`config.mk`:
```
export PLATFORM = sky130hd
export DESIGN_NAME = piso_serializer
export DESIGN_NICKNAME = d
export VERILOG_FILES = /design/src/rtl/piso_serializer.sv
export SDC_FILE = /design/constraint.sdc
export NUM_CORES = 1
export LEC_CHECK = 0
export ABC_AREA = 1
export CAP_MARGIN = 20
export CORE_AREA = 2 2 39 41
export CTS_CLUSTER_DIAMETER = 100
export DETAILED_ROUTE_END_ITERATION = 16
export DIE_AREA = 0 0 41 43
export GPL_TIMING_DRIVEN = 0
export HOLD_SLACK_MARGIN = 0.08
export PLACE_DENSITY = 0.69
export SLEW_MARGIN = 20
export SYNTH_ARGS = -nofsm -noshare
export SYNTH_HDL_FRONTEND = slang
export SYNTH_SLANG_ARGS = --single-unit
```
`constraint.sdc`:
```
create_clock -name clk -period 1.1 [get_ports clk]
set_input_delay 0.22 -clock clk [delete_from_list [all_inputs] [get_ports clk]]
set_output_delay 0.22 -clock clk [all_outputs]
set_load 0.005 [all_outputs]
```
`src/rtl/piso_serializer.sv`:
```
// piso_serializer: parallel-in / serial-out stage feeding a downstream SIPO receiver.
//
// Takes one WIDTH-bit word per valid/ready handshake and shifts it out one bit per clock.
// serial_valid qualifies each frame bit, and frame_done pulses on the last bit of the frame.
//
// Optional feature (compile-time macro PISO_PARITY_EN):
//   When defined, a parity bit follows each word, giving a frame of WIDTH+1 bits.
//   The parity bit is the XOR of the word, inverted when PARITY_ODD != 0.
//   When undefined, no parity state or logic is built and PARITY_ODD is ignored.
//
// Parameters:
//   WIDTH       data word width (2..32)
//   MSB_FIRST   1: bit WIDTH-1 is sent first; 0: bit 0 is sent first
//   PARITY_ODD  0: even parity; 1: odd parity (only with PISO_PARITY_EN)
//
// Ports:
//   clk           rising-edge clock
//   rst           asynchronous active-low reset
//   in_valid      upstream word available
//   in_ready      block can accept a word this cycle (combinational)
//   in_data       word to serialize, sampled only on accept
//   serial_out    serial bit stream (registered)
//   serial_valid  serial_out carries a frame bit (registered)
//   busy          a frame is in flight (registered)
//   frame_done    pulse on the cycle the last frame bit is driven (registered)
module piso_serializer #(
    parameter int unsigned WIDTH      = 4,
    parameter int unsigned MSB_FIRST  = 1,
    parameter int unsigned PARITY_ODD = 0
) (
    input  logic             clk,
    input  logic             rst,
    input  logic             in_valid,
    output logic             in_ready,
    input  logic [WIDTH-1:0] in_data,
    output logic             serial_out,
    output logic             serial_valid,
    output logic             busy,
    output logic             frame_done
);

    localparam int unsigned     CntW    = $clog2(WIDTH + 1);
    localparam logic [CntW-1:0] CntLast = CntW'(WIDTH - 1);

`ifdef PISO_PARITY_EN
    typedef enum logic [1:0] {StIdle, StShift, StPar} state_e;
`else
    typedef enum logic [0:0] {StIdle, StShift} state_e;
`endif

    state_e            state_q, state_d;
    logic [CntW-1:0]   cnt_q, cnt_d;
    logic [WIDTH-1:0]  shift_q, shift_d;
    logic              serial_out_q, serial_out_d;
    logic              serial_valid_q, serial_valid_d;
    logic              busy_q, busy_d;
    logic              frame_done_q, frame_done_d;
    logic              accept;

`ifdef PISO_PARITY_EN
    logic              parity_q, parity_d;
`else
    logic              unused_parity_odd;
    assign unused_parity_odd = (PARITY_ODD != 0);
`endif

    assign accept = in_valid & in_ready;

    // Ready when idle or on the final frame-bit cycle, so frames can run back to back.
    always_comb begin
        in_ready = 1'b0;
        if (rst) begin
            case (state_q)
                StIdle:  in_ready = 1'b1;
`ifdef PISO_PARITY_EN
                StShift: in_ready = 1'b0;
                StPar:   in_ready = 1'b1;
`else
                StShift: in_ready = (cnt_q == CntLast);
`endif
                default: in_ready = 1'b0;
            endcase
        end
    end

    // Next state, counter and shift register.
    always_comb begin
        state_d = state_q;
        cnt_d   = cnt_q;
        shift_d = shift_q;
`ifdef PISO_PARITY_EN
        parity_d = parity_q;
`endif
        case (state_q)
            StIdle: begin
                if (accept) begin
                    state_d = StShift;
                    cnt_d   = '0;
                    shift_d = in_data;
`ifdef PISO_PARITY_EN
                    parity_d = (^in_data) ^ (PARITY_ODD != 0);
`endif
                end
            end
            StShift: begin
                if (cnt_q != CntLast) begin
                    cnt_d = cnt_q + 1'b1;
                    // Keep the bit to send next at the output end of the register.
                    shift_d = (MSB_FIRST != 0) ? {shift_q[WIDTH-2:0], 1'b0}
                                               : {1'b0, shift_q[WIDTH-1:1]};
                end else begin
`ifdef PISO_PARITY_EN
                    state_d = StPar;
                    cnt_d   = cnt_q + 1'b1;
`else
                    if (accept) begin
                        state_d = StShift;
                        cnt_d   = '0;
                        shift_d = in_data;
                    end else begin
                        state_d = StIdle;
                        cnt_d   = '0;
                    end
`endif
                end
            end
`ifdef PISO_PARITY_EN
            StPar: begin
                if (accept) begin
                    state_d  = StShift;
                    cnt_d    = '0;
                    shift_d  = in_data;
                    parity_d = (^in_data) ^ (PARITY_ODD != 0);
                end else begin
                    state_d = StIdle;
                    cnt_d   = '0;
                end
            end
`endif
            default: begin
                state_d = StIdle;
                cnt_d   = '0;
            end
        endcase
    end

    // Outputs are registered: derive them from the state being entered.
    always_comb begin
        serial_valid_d = (state_d != StIdle);
        busy_d         = (state_d != StIdle);
        serial_out_d   = 1'b0;
        frame_done_d   = 1'b0;
        if (state_d == StShift) begin
            serial_out_d = (MSB_FIRST != 0) ? shift_d[WIDTH-1] : shift_d[0];
`ifndef PISO_PARITY_EN
            frame_done_d = (cnt_d == CntLast);
`endif
        end
`ifdef PISO_PARITY_EN
        else if (state_d == StPar) begin
            serial_out_d = parity_d;
            frame_done_d = 1'b1;
        end
`endif
    end

    always_ff @(posedge clk or negedge rst) begin
        if (!rst) begin
            state_q        <= StIdle;
            cnt_q          <= '0;
            shift_q        <= '0;
            serial_out_q   <= 1'b0;
            serial_valid_q <= 1'b0;
            busy_q         <= 1'b0;
            frame_done_q   <= 1'b0;
`ifdef PISO_PARITY_EN
            parity_q       <= 1'b0;
`endif
        end else begin
            state_q        <= state_d;
            cnt_q          <= cnt_d;
            shift_q        <= shift_d;
            serial_out_q   <= serial_out_d;
            serial_valid_q <= serial_valid_d;
            busy_q         <= busy_d;
            frame_done_q   <= frame_done_d;
`ifdef PISO_PARITY_EN
            parity_q       <= parity_d;
`endif
        end
    end

    assign serial_out   = serial_out_q;
    assign serial_valid = serial_valid_q;
    assign busy         = busy_q;
    assign frame_done   = frame_done_q;

endmodule

```
==> After elaboration in Yosys (flattened, before gate mapping) <==
Index checks and enable logic that the tools add are counted.
{ "totals": {"reg_bits": 10, "elab_cells": 24} }
{ "op_classes": {"add_sub_neg": 1, "n_eq_ne": 3, "muxes": 13, "bitwise": 2} }
{ "ops": {"columns": ["cell", "count"], "rows": [
  ["$mux 4", 2],
  ["$pmux 4 s2", 1],
  ["$eq 3x2->1 const B", 2],
  ["$mux 3", 2],
  ["$pmux 3 s2", 1],
  ["$mux 1", 5],
  ["$pmux 1 s2", 2],
  ["$add 3x1->3 const B", 1],
  ["$ne 3x2->1 const B", 1],
  ["$and 1x1->1", 1],
  ["$not 1->1", 1]
]} }

==> Longest topological paths before layout <==
Gate-level depths: netlist (run 1).
{ "logic_depth": {"word_depth": 8, "mapped_depth": 8, "mapped_depth_nobuf": 8} }

==> Least setup slack after synthesis (run 1) <==
Ideal clock, no wire load.
{ "synth_path": {"path_kind": "reg-to-reg", "startpoint": "register cnt_q[0]", "endpoint": "register frame_done_q (netlist: frame_done)", "setup_time_ns": 0.069, "arrival_ns": 1.108, "required_ns": 1.031, "setup_slack_ns": -0.077, "path_stages_with_launch": 8, "path_buffers": 0, "period_less_slack_ns": 1.177, "path_cell_list": "dfrtp_1 -> ha_1 -> nand2_2 -> nand2_4 -> or2_0 -> nand2_1 -> nand2_1 -> nor2_2"} }
{ "synth_via": {"elab_chain_cells": 8} }
{ "synth_rtl": {"columns": ["element", "line", "rtl"], "rows": [
  ["from (decl)", "52", "logic [CntW-1:0] cnt_q, cnt_d;"],
  ["from (signal assigned)", "181", "cnt_q <= cnt_d;"],
  ["$eq 3x2->1", "79", "StShift: in_ready = (cnt_q == CntLast);"],
  ["$pmux 1 s2", "73", "case (state_q)"],
  ["$mux 1", "72", "if (rst) begin"],
  ["$and 1x1->1", "67", "assign accept = in_valid & in_ready;"],
  ["$mux 3", "96", "if (accept) begin"],
  ["$pmux 3 s2 (*)", "94", "case (state_q)"],
  ["net cnt_d[0]", "52", null],
  ["$eq 3x2->1 (*)", "156", "frame_done_d = (cnt_d == CntLast);"],
  ["$mux 1 (*)", "153", "if (state_d == StShift) begin"],
  ["net frame_done_d", "57", "logic frame_done_q, frame_done_d;"],
  ["to (signal assigned)", "186", "frame_done_q <= frame_done_d;"],
  ["to (decl)", "57", null]
]} }
Mark *: on every way through the listed nets, which the timed path passes. The rest lies on a longest branch.

==> Worst setup path in the final report (run 1) <==
{ "layout_path": {"startpoint": "register cnt_q[1]", "endpoint": "output in_ready"} }
{ "layout_via": {"elab_chain_cells": 3} }
{ "layout_rtl": {"columns": ["element", "line", "rtl"], "rows": [
  ["$eq 3x2->1", "79", null],
  ["$pmux 1 s2", "73", null],
  ["$mux 1", "72", null],
  ["to (decl)", "34", "output logic in_ready,"]
]} }
Every way passes these cells.

==> results of run 1 <==
==> registers in the layout, indices dropped and copies added (netlist names) <==
name and count:
cnt_q 3, shift_q 3, busy 1, frame_done 1
serial_out 1
==> worst reg2reg max path: stages (launching register included) <==
cell and delay [ps]:
dfrtp_1 380, ha_2 200, nand2_2 70, nand2_4 60, buf_4 160, or2_0 190
nand2_1 90, nand2_1 70, nor2_2 80
==> cell families (layout without fill, tap and decap cells) <==
logic type | count (synthesis) | in the layout
adders and majority gates | 1 | 1
DFF | 9 | 9
AOI/OAI and AO/OA | 6 | 6
buffers and inverters | 9 | 30
and+or+nand+nor | 24 | 24
==> metrics by stage <==
step / hold WS, ps / utilization / setup TNS [ps] / setup slack, ps
2_1_floorplan: -75.6 / - / -27.3 / -27.3
4_1_cts: 419 / 0.457 / -1490 / -338
6_report: 431 / 0.476 / -1660 / -306
3_3_place_gp: 496 / 0.409 / -5750 / -1000
5_1_grt: 458 / 0.476 / -2330 / -361
3_5_place_dp: 502 / 0.409 / -5880 / -1020
==> layer usage <==
layer | vias up | global-route usage | routed length (µm)
met4 | 0 | 0.100 | 25
li1 | 198 | - | -
met5 | - | 0 | 0
met1 | 169 | 0.165 | 370
met2 | 10 | 0.175 | 420
met3 | 2 | 0.0314 | 52
==> final timing paths <==
path / start / to / slack [ps]
max: cnt_q[1] / in_ready / -310
min: rst / busy / 430
max reg2reg: cnt_q[1] / frame_done / -260
min reg2reg: shift_q[2] / shift_q[2] / 510
max in group asynchronous: rst / busy / 190
min in group asynchronous: rst / cnt_q[1] / 580
==> cells in the mapped netlist, drive strengths merged <==
library cell,count
nand2,10
buf,1
o21bai,2
or2,1
o21ai,2
nand3,4
dfrtp,9
inv,8
nor2,9
o211ai,2
ha,1
==> power groups by stage <==
stage	combinational, W	sequential, W	clock, W
6_report	0.000959	0.000531	0.000260
5_1_grt	0.00107	0.000552	0.000289
4_1_cts	0.000836	0.000538	0.000268
3_5_place_dp	0.000711	0.000557	0
3_3_place_gp	0.000708	0.000552	0
2_1_floorplan	0.000441	0.000554	0
==> repair_timing <==
item,CTS,global route
pin swaps,2,2
setup buffers,3,2
setup endpoints to repair,14,12
hold endpoints to repair,9,0
gates resized for setup,22,7
hold buffers,1,0
==> layout make-up <==
| type | instances | share of cell area |
|---|---|---|
| plain buffers | 1 | 0.0171 |
| clock buffers | 4 | 0.0398 |
| inverters | 8 | 0.0493 |
| multi-input cells | 31 | 0.287 |
| flip-flops and latches | 9 | 0.343 |
| well taps | 16 | 0.0304 |
| repair buffers | 17 | 0.233 |
==> impl_results.md, run 1 <==
* FMAX at between 700 and 800 MHz
* Total die area at 1760 µm²
* DIE HEIGHT at roughly 43 µm
* Width of the die at 41 µm
* Setup WS post-layout at -306 ps
* DR DRC count at 0
* GRT Total Usage at 0.128
* Routed Antenna Nets at 0
* Failing checks: negative setup slack
* Finished Cell Area at 659 µm²
* Netlist cell types at 15
* Crit. path cell count at 6
* Initial antenna violation count at 0
* Layout Nets at 79
* Total wire length at 868 µm
* Combinational group share of total power at 0.548
* Mapped Nets at 57
* Non-Filler Instances at 86
* DP HPWL at 574 µm
* Antenna cells at 0
* Area of the multi-input gates at 189 µm²
* Synth warn at 0
* Row cnt at 14
* Startpoint types: register
* Max-Cap Viols at 0
* Main combinational cell family by area after synthesis: simple AND/OR/NAND/NOR gates
* DR vias at 379
* I/O Buffers at 11
* Peak supply drop at 867 µV
* Clk root buf: clkbuf_4
* Worst path slowest cell: dfrtp_1
* Worst hold path type: in2reg
* Fin crit share at 1.28
* Final Power at about 0.0018 W
* Cell Chain, Critical Path: ha_2 -> nand2_2 -> nand2_4 -> inv_4 -> nor2_4 -> buf_2
* Num CTS Buffers at 3
* Pwr/cell area at 2650 nW/µm²
* Worst-path clk slew at approximately 60 ps
* Register area at 226 µm²
* Multiplexer share of the synthesized area at 0
* Inst Count DP at 76
* Commonest non-fill, non-tap cells in the layout: dfrtp_1 (8), inv_1 (7), nand2_1 (7), nor2_1 (7), clkdlybuf4s50_1 (5)
* Synth top area share at 0.520
* Synth Area per Inst at 8.84 µm²
* P_sw at 0.000640 W
* Part of the power in registers at 0.303
* Hold Vio Cnt, Final at 0
* Area growth syn-to-layout at 52.3%
* Register area share after synthesis at 0.520
* Final min period at 1410 ps
* Rel. slew slack at 0.713
* WP data arrival at between 1000 and 1500 ps
* Clock Latency Late Sink at 260 ps
* Clock Sinks at 9
* TritonCTS clock tree: done
* GR Overflow Total at 0
* Simple-Gate Fraction of Synth Area at 0.272
* Crit-path leading delay family: flip-flops
* Cells after Synth at 49
* Hold-critical path depth at 3
* CP peak stage delay at between 300 and 400 ps
* Vias/cell at 4.41
* Post-Syn Area at 433 µm²
* Core box area at around 1400 µm²
* Leak pwr at 0.327 nW
* Crit. End Element: output port
* Fillers at 140
* Adder-cell area share of the yosys netlist at 0.0289
* Crit path max fanout at 3
* Global-route wire length before repair at between 1000 and 1500 µm
* Setup Skew at ~3.3 ps
* Count of state elements after synthesis at 9
* Largest net degree at the start of global routing at 10
* Synth area leader: dfrtp_1
* Most common cell after layout, fill and taps aside: dfrtp_1
* Final GP Congestion at roughly 0.70
* Synth Area in XOR/XNOR at 0
* WL/cell at between 10 and 15 µm
* Final setup violating endpoints at 10
* Top post-synthesis cells by area: dfrtp_1 (52%), inv_1 (6.9%), nor2_1 (6.9%), nand2_1 (6.1%), nand3_1 (3.5%)
* Placed cell area at 566 µm²
* Least-Margin Pin Slew at 430 ps
* Internal power at 0.00111 W
* Vias in the first global route at between 300 and 400
* Layout cells sized above 1 at 0.329
* Sw Share at 0.365
* RSZ-0062 raised after global routing: true
* Compound-Gate Fraction of Synth Area at 0.0925
* Starting Density at 0.313
* First-pass detailed-route iteration total at 3
* Clock power frac at 0.148
* H-tree depth at 1
* Final Max Slew Viols at 0
* Initial DRC Count at 11
* Outcome: finished, violations left
* I/O pins at 12
* Clk buf depth at 2
* Worst path required time at 880 ps
* WP buf/inv at 2
* WS Path Type: reg2out
* Worst r2r path cells at 8
(Power assumes the default switching activity.)
==> run 2: changes to the inputs <==
- SKIP_LAST_GASP: unset -> 1
==> run 2 against run 1 <==
  * The run still ends with negative setup slack left
  * Combinational power hardly changed
  * Cell count stayed put
  * Final area stayed put
  * Global-route usage stayed put
  * Highest routed layer unchanged
  * Via count stayed put
==> impl_results.md, run 2 (synthesized netlist as in run 1, its figures left out) <==
* Total wire length at 868 µm
* Layout Nets at 79
* Worst hold path type: in2reg
* Worst path required time at about 900 ps
* Clock Sinks at 9
* DP HPWL at 574 µm
* FMAX at 711 MHz
* TritonCTS clock tree: done
* Starting Density at 0.313
* Crit. path cell count at 6
* Cell Chain, Critical Path: ha_2 -> nand2_2 -> nand2_4 -> inv_4 -> nor2_4 -> buf_2
* Leak pwr at 0.327 nW
* Outcome: finished, violations left
* Layout cells sized above 1 at 0.329
* Final min period at 1410 ps
* Fillers at between 100 and 150
* Final GP Congestion at 0.703
* Setup slack at placement at -1020 ps
* Routed Antenna Nets at 0
* WS Path Type: reg2out
* Failing checks: negative setup slack
* Area growth syn-to-layout at 52.3%
* First-pass detailed-route iteration total at 3
* Antenna cells at 0
* Crit-path leading delay family: flip-flops
* Initial antenna violation count at 0
* Global-route wire length before repair at 1440 µm
* Area of the multi-input gates at ~190 µm²
* Hold-critical path depth at 3
* Num CTS Buffers at 3
* Rel. slew slack at 0.713
* DIE HEIGHT at 43 µm
* I/O Buffers at 11
* Peak supply drop at 867 µV
* Fin Hold WS at between 400 and 500 ps
* GR Overflow Total at 0
* Pwr/cell area at 2650 nW/µm²
* Setup TNS at -1660 ps
* Register area at between 200 and 250 µm²
* DR vias at 379
* Initial DRC Count at 11
* Commonest non-fill, non-tap cells in the layout: dfrtp_1 (8), inv_1 (7), nand2_1 (7), nor2_1 (7), clkdlybuf4s50_1 (5)
* Largest net degree at the start of global routing at 10
* RSZ-0062 raised after global routing: true
* Final Power at 0.00175 W
* Startpoint types: register
* Crit. End Element: output port
* Worst-path clk slew at 60 ps
* Width of the die at 41 µm
* Fin crit share at 1.28
* Max-Cap Viols at 0
* Clk buf depth at 2
* Final Max Slew Viols at 0
* Vias/cell at 4.41
* GRT Total Usage at 0.128
* Least-Margin Pin Slew at about 430 ps
* WL/cell at 10.1 µm
* Hold Vio Cnt, Final at 0
* Setup WS post-layout at -306 ps
* DR DRC count at 0
* CP peak stage delay at 380 ps
* Total die area at 1760 µm²
* Worst r2r path cells at 8
* Final setup violating endpoints at 10
* Vias in the first global route at about 350
* Clock Latency Late Sink at 260 ps
* Core box area at around 1400 µm²
* Top Registers: cnt_q: 3 flops, shift_q: 3 flops
* H-tree depth at 1
* I/O pins at 12
* WP buf/inv at 2
* WP data arrival at 1190 ps
* Row cnt at 14
* Clk root buf: clkbuf_4
* Setup Skew at 3.30 ps
* Most common cell after layout, fill and taps aside: dfrtp_1
* Worst path slowest cell: dfrtp_1
* Crit path max fanout at 3
run 2: final cells by class:
type / instances / share of cell area
multi-input combinational: 31 / 0.287
timing repair buffer: 17 / 0.233
buffer: 1 / 0.0171
inverter: 8 / 0.0493
clock buffer: 4 / 0.0398
tap: 16 / 0.0304
sequential: 9 / 0.343
run 2: final timing paths:
path	start	endpoint	slack [ps]
max in group asynchronous	rst	busy	190
hold / removal	rst	busy	430
setup reg to reg	cnt_q[1]	frame_done	-260
min in group asynchronous	rst	cnt_q[1]	580
hold reg to reg	shift_q[2]	shift_q[2]	510
setup / recovery	cnt_q[1]	in_ready	-310
run 2: power breakdown:
group / internal (W) / switching (W)
clock network: 0.000140 / 0.000120
logic: 0.000498 / 0.000462
registers: 0.000473 / 0.0000583
run 2: repair_timing:
| action | 4_1_cts | 5_1_grt |
|---|---|---|
| hold buffers | 1 | 0 |
| endpoints found under the setup margin | 14 | 12 |
| gates resized for setup | 21 | 8 |
| pin swaps | 2 | 2 |
| setup buffers | 3 | 2 |
| endpoints found under the hold margin | 9 | 0 |
run 2: stage by stage:
stage	cells	utilization	cell area (µm²)
after global routing	86	0.476	659
after floorplan	49	-	435
after detailed placement	76	0.409	566
final	86	0.476	659
after global placement	76	0.409	566
after CTS	84	0.456	631
run 2: worst min-delay path, cell delays in order:
cell             delay, ps
clkdlybuf4s15_2        220
nand3_2                130
nand2_4                 80
run 2: layer usage:
layer  wire, µm  vias to the layer above  global-route usage
met5          0                        -                   0
met4         25                        0               0.100
met3         52                        2              0.0314
met2        420                       10               0.175
met1        370                      169               0.165
li1           -                      198                   -
==> run 3: changes to the inputs <==
- CTS_BUF_LIST: unset -> sky130_fd_sc_hd__clkbuf_4 sky130_fd_sc_hd__clkbuf_8
==> run 3 against run 2 <==
  * The run still ends with negative setup slack left
  * Wire length shrank 3.9%
  * Global-route usage shrank 0.62 points
  * Fmax is essentially flat
  * Flip-flop and latch count is the same
  * Total power grew 0.52%
  * First-iteration DRC count shrank 9.1%
  * Critical endpoint unchanged
  * Setup slack gained 0.51 ps
  * Sequential share of layout area grew 0.33 points
  * Clock power grew 8.8%
==> impl_results.md, run 3 (synthesized netlist as in run 1, its figures left out) <==
* First-pass detailed-route iteration total at 4
* Leak pwr at 0.328 nW
* Vias/cell at 4.37
* Initial DRC Count at 10
* RSZ-0062 raised after global routing: true
* DP HPWL at roughly 570 µm
* I/O pins at 12
* Top Registers: cnt_q: 3 flops, shift_q: 3 flops
* Crit. End Element: output port
* Pwr/cell area at 2690 nW/µm²
* Width of the die at 41 µm
* Worst path slowest cell: dfrtp_1
* Clock Latency Late Sink at roughly 260 ps
* Outcome: finished, violations left
* Num CTS Buffers at 3
* Initial antenna violation count at 0
* Worst-path clk slew at 60 ps
* H-tree depth at 1
* GR Overflow Total at 0
* Worst reg2reg setup slack at -260 ps
* Worst r2r path cells at 8
* DIE HEIGHT at 43 µm
* Largest net degree at the start of global routing at 13
* Clk buf depth at 2
* Final Power at 0.00176 W
* Area growth syn-to-layout at 50.9%
* FMAX at 712 MHz
* WL/cell at between 9 and 10 µm
* Setup Skew at between 0.2 and 0.3 ps
* DR vias at 376
* Layout Nets at 79
* Setup crit end: in_ready
* Routed Antenna Nets at 0
* Vias in the first global route at 339
* Total wire length at 834 µm
* Layout cells sized above 1 at 0.329
* FF-to-FF End: frame_done
* Peak supply drop at around 940 µV
* Worst Setup SP: cnt_q[1]
* Core box area at between 1000 and 1500 µm²
* TritonCTS clock tree: done
* Setup WS post-layout at -305 ps
* Worst hold path type: in2reg
* WP data arrival at 1190 ps
* FF-to-FF Start: cnt_q[1]
* Total die area at 1760 µm²
* Global-route wire length before repair at 1390 µm
* CP peak stage delay at around 380 ps
* Starting Density at 0.313
* Clock Sinks at 9
* Final Max Slew Viols at 0
* Least-Margin Pin Slew at 424 ps
* Crit path max fanout at 3
* Setup slack at placement at -1020 ps
* Cell Chain, Critical Path: ha_2 -> nand2_2 -> nand2_4 -> inv_4 -> nor2_4 -> buf_2
* Max-Cap Viols at 0
* Fillers at ~140
* Commonest non-fill, non-tap cells in the layout: dfrtp_1 (8), inv_1 (7), nand2_1 (7), nor2_1 (7), clkdlybuf4s50_1 (5)
* Startpoint types: register
* Row cnt at 14
* Final min period at 1410 ps
* Hold Vio Cnt, Final at 0
* WP buf/inv at 2
* Final GP Congestion at approximately 0.7
* DR DRC count at 0
* Antenna cells at 0
* I/O Buffers at 11
* Final setup violating endpoints at 10
* Crit. path cell count at 6
* Most common cell after layout, fill and taps aside: dfrtp_1
* Worst path required time at 880 ps
* Finished Cell Area at 653 µm²
* Utilization after layout at 0.472
* Placed cell area at 566 µm²
* WS Path Type: reg2out
* Crit-path leading delay family: flip-flops
* Setup TNS at -1650 ps
* GRT Total Usage at 0.122
* Failing checks: negative setup slack
* Fin crit share at 1.28
* Rel. slew slack at 0.717
* Clk root buf: clkbuf_4
run 3: cell types whose count changed in the layout (fill, tap and decap cells not counted), sizes merged:
cell           delta
clkbuf            +1
clkdlybuf4s15     -1
run 3: cell type report:
cell class / instances / area (µm²) / area share
Clock buffer: 4 / 30.0 / 0.0460
Multi-Input combinational cell: 31 / 185 / 0.284
Tap cell: 16 / 20.0 / 0.0307
Inverter: 8 / 32.5 / 0.0498
Buffer: 1 / 11.3 / 0.0172
Timing Repair Buffer: 17 / 148 / 0.226
Sequential cell: 9 / 226 / 0.347
run 3: metal layers:
metal  part of all wire  vias to the layer above  track usage  wire [µm]
met5                  0                        -            0          0
met4              0.029                        0        0.100         24
met3              0.061                        2       0.0314         51
met2               0.48                       10        0.163        404
met1               0.42                      166        0.158        352
li1                   -                      198            -          -
run 3: timing repair:
| item | CTS | global route |
|---|---|---|
| resized for setup | 20 | 8 |
| pin swaps | 2 | 2 |
| endpoints found under the hold margin | 9 | 9 |
| buffers inserted | 3 | 2 |
| endpoints found under the setup margin | 14 | 13 |
run 3: tightest hold or removal path, delay by kind of cell:
family	cells	cell delay, ps
buffers and inverters	1	120
and+or+nand+nor	2	210
run 3: worst min-delay path by stage:
stage	start	end	slack (ps)	cells past startpoint
2_1_floorplan	rst	busy	-80	0
3_3_place_gp	shift_q[2]	shift_q[2]	500	2
3_5_place_dp	shift_q[2]	shift_q[2]	500	2
4_1_cts	rst	shift_q[2]	10	1
5_1_grt	rst	busy	350	3
6_report	rst	busy	320	3
run 3: power breakdown:
| group | internal (W) | leakage [nW] | switching (W) |
|---|---|---|---|
| logic | 0.000494 | 0.197 | 0.000452 |
| registers | 0.000473 | 0.113 | 0.0000578 |
| clock network | 0.000165 | 0.0184 | 0.000119 |
run 3: per-stage QoR:
step	std cells	hold WS, ps
2_1_floorplan	49	-75.6
3_3_place_gp	76	496
3_5_place_dp	76	502
4_1_cts	83	11.2
5_1_grt	86	351
6_report	86	324
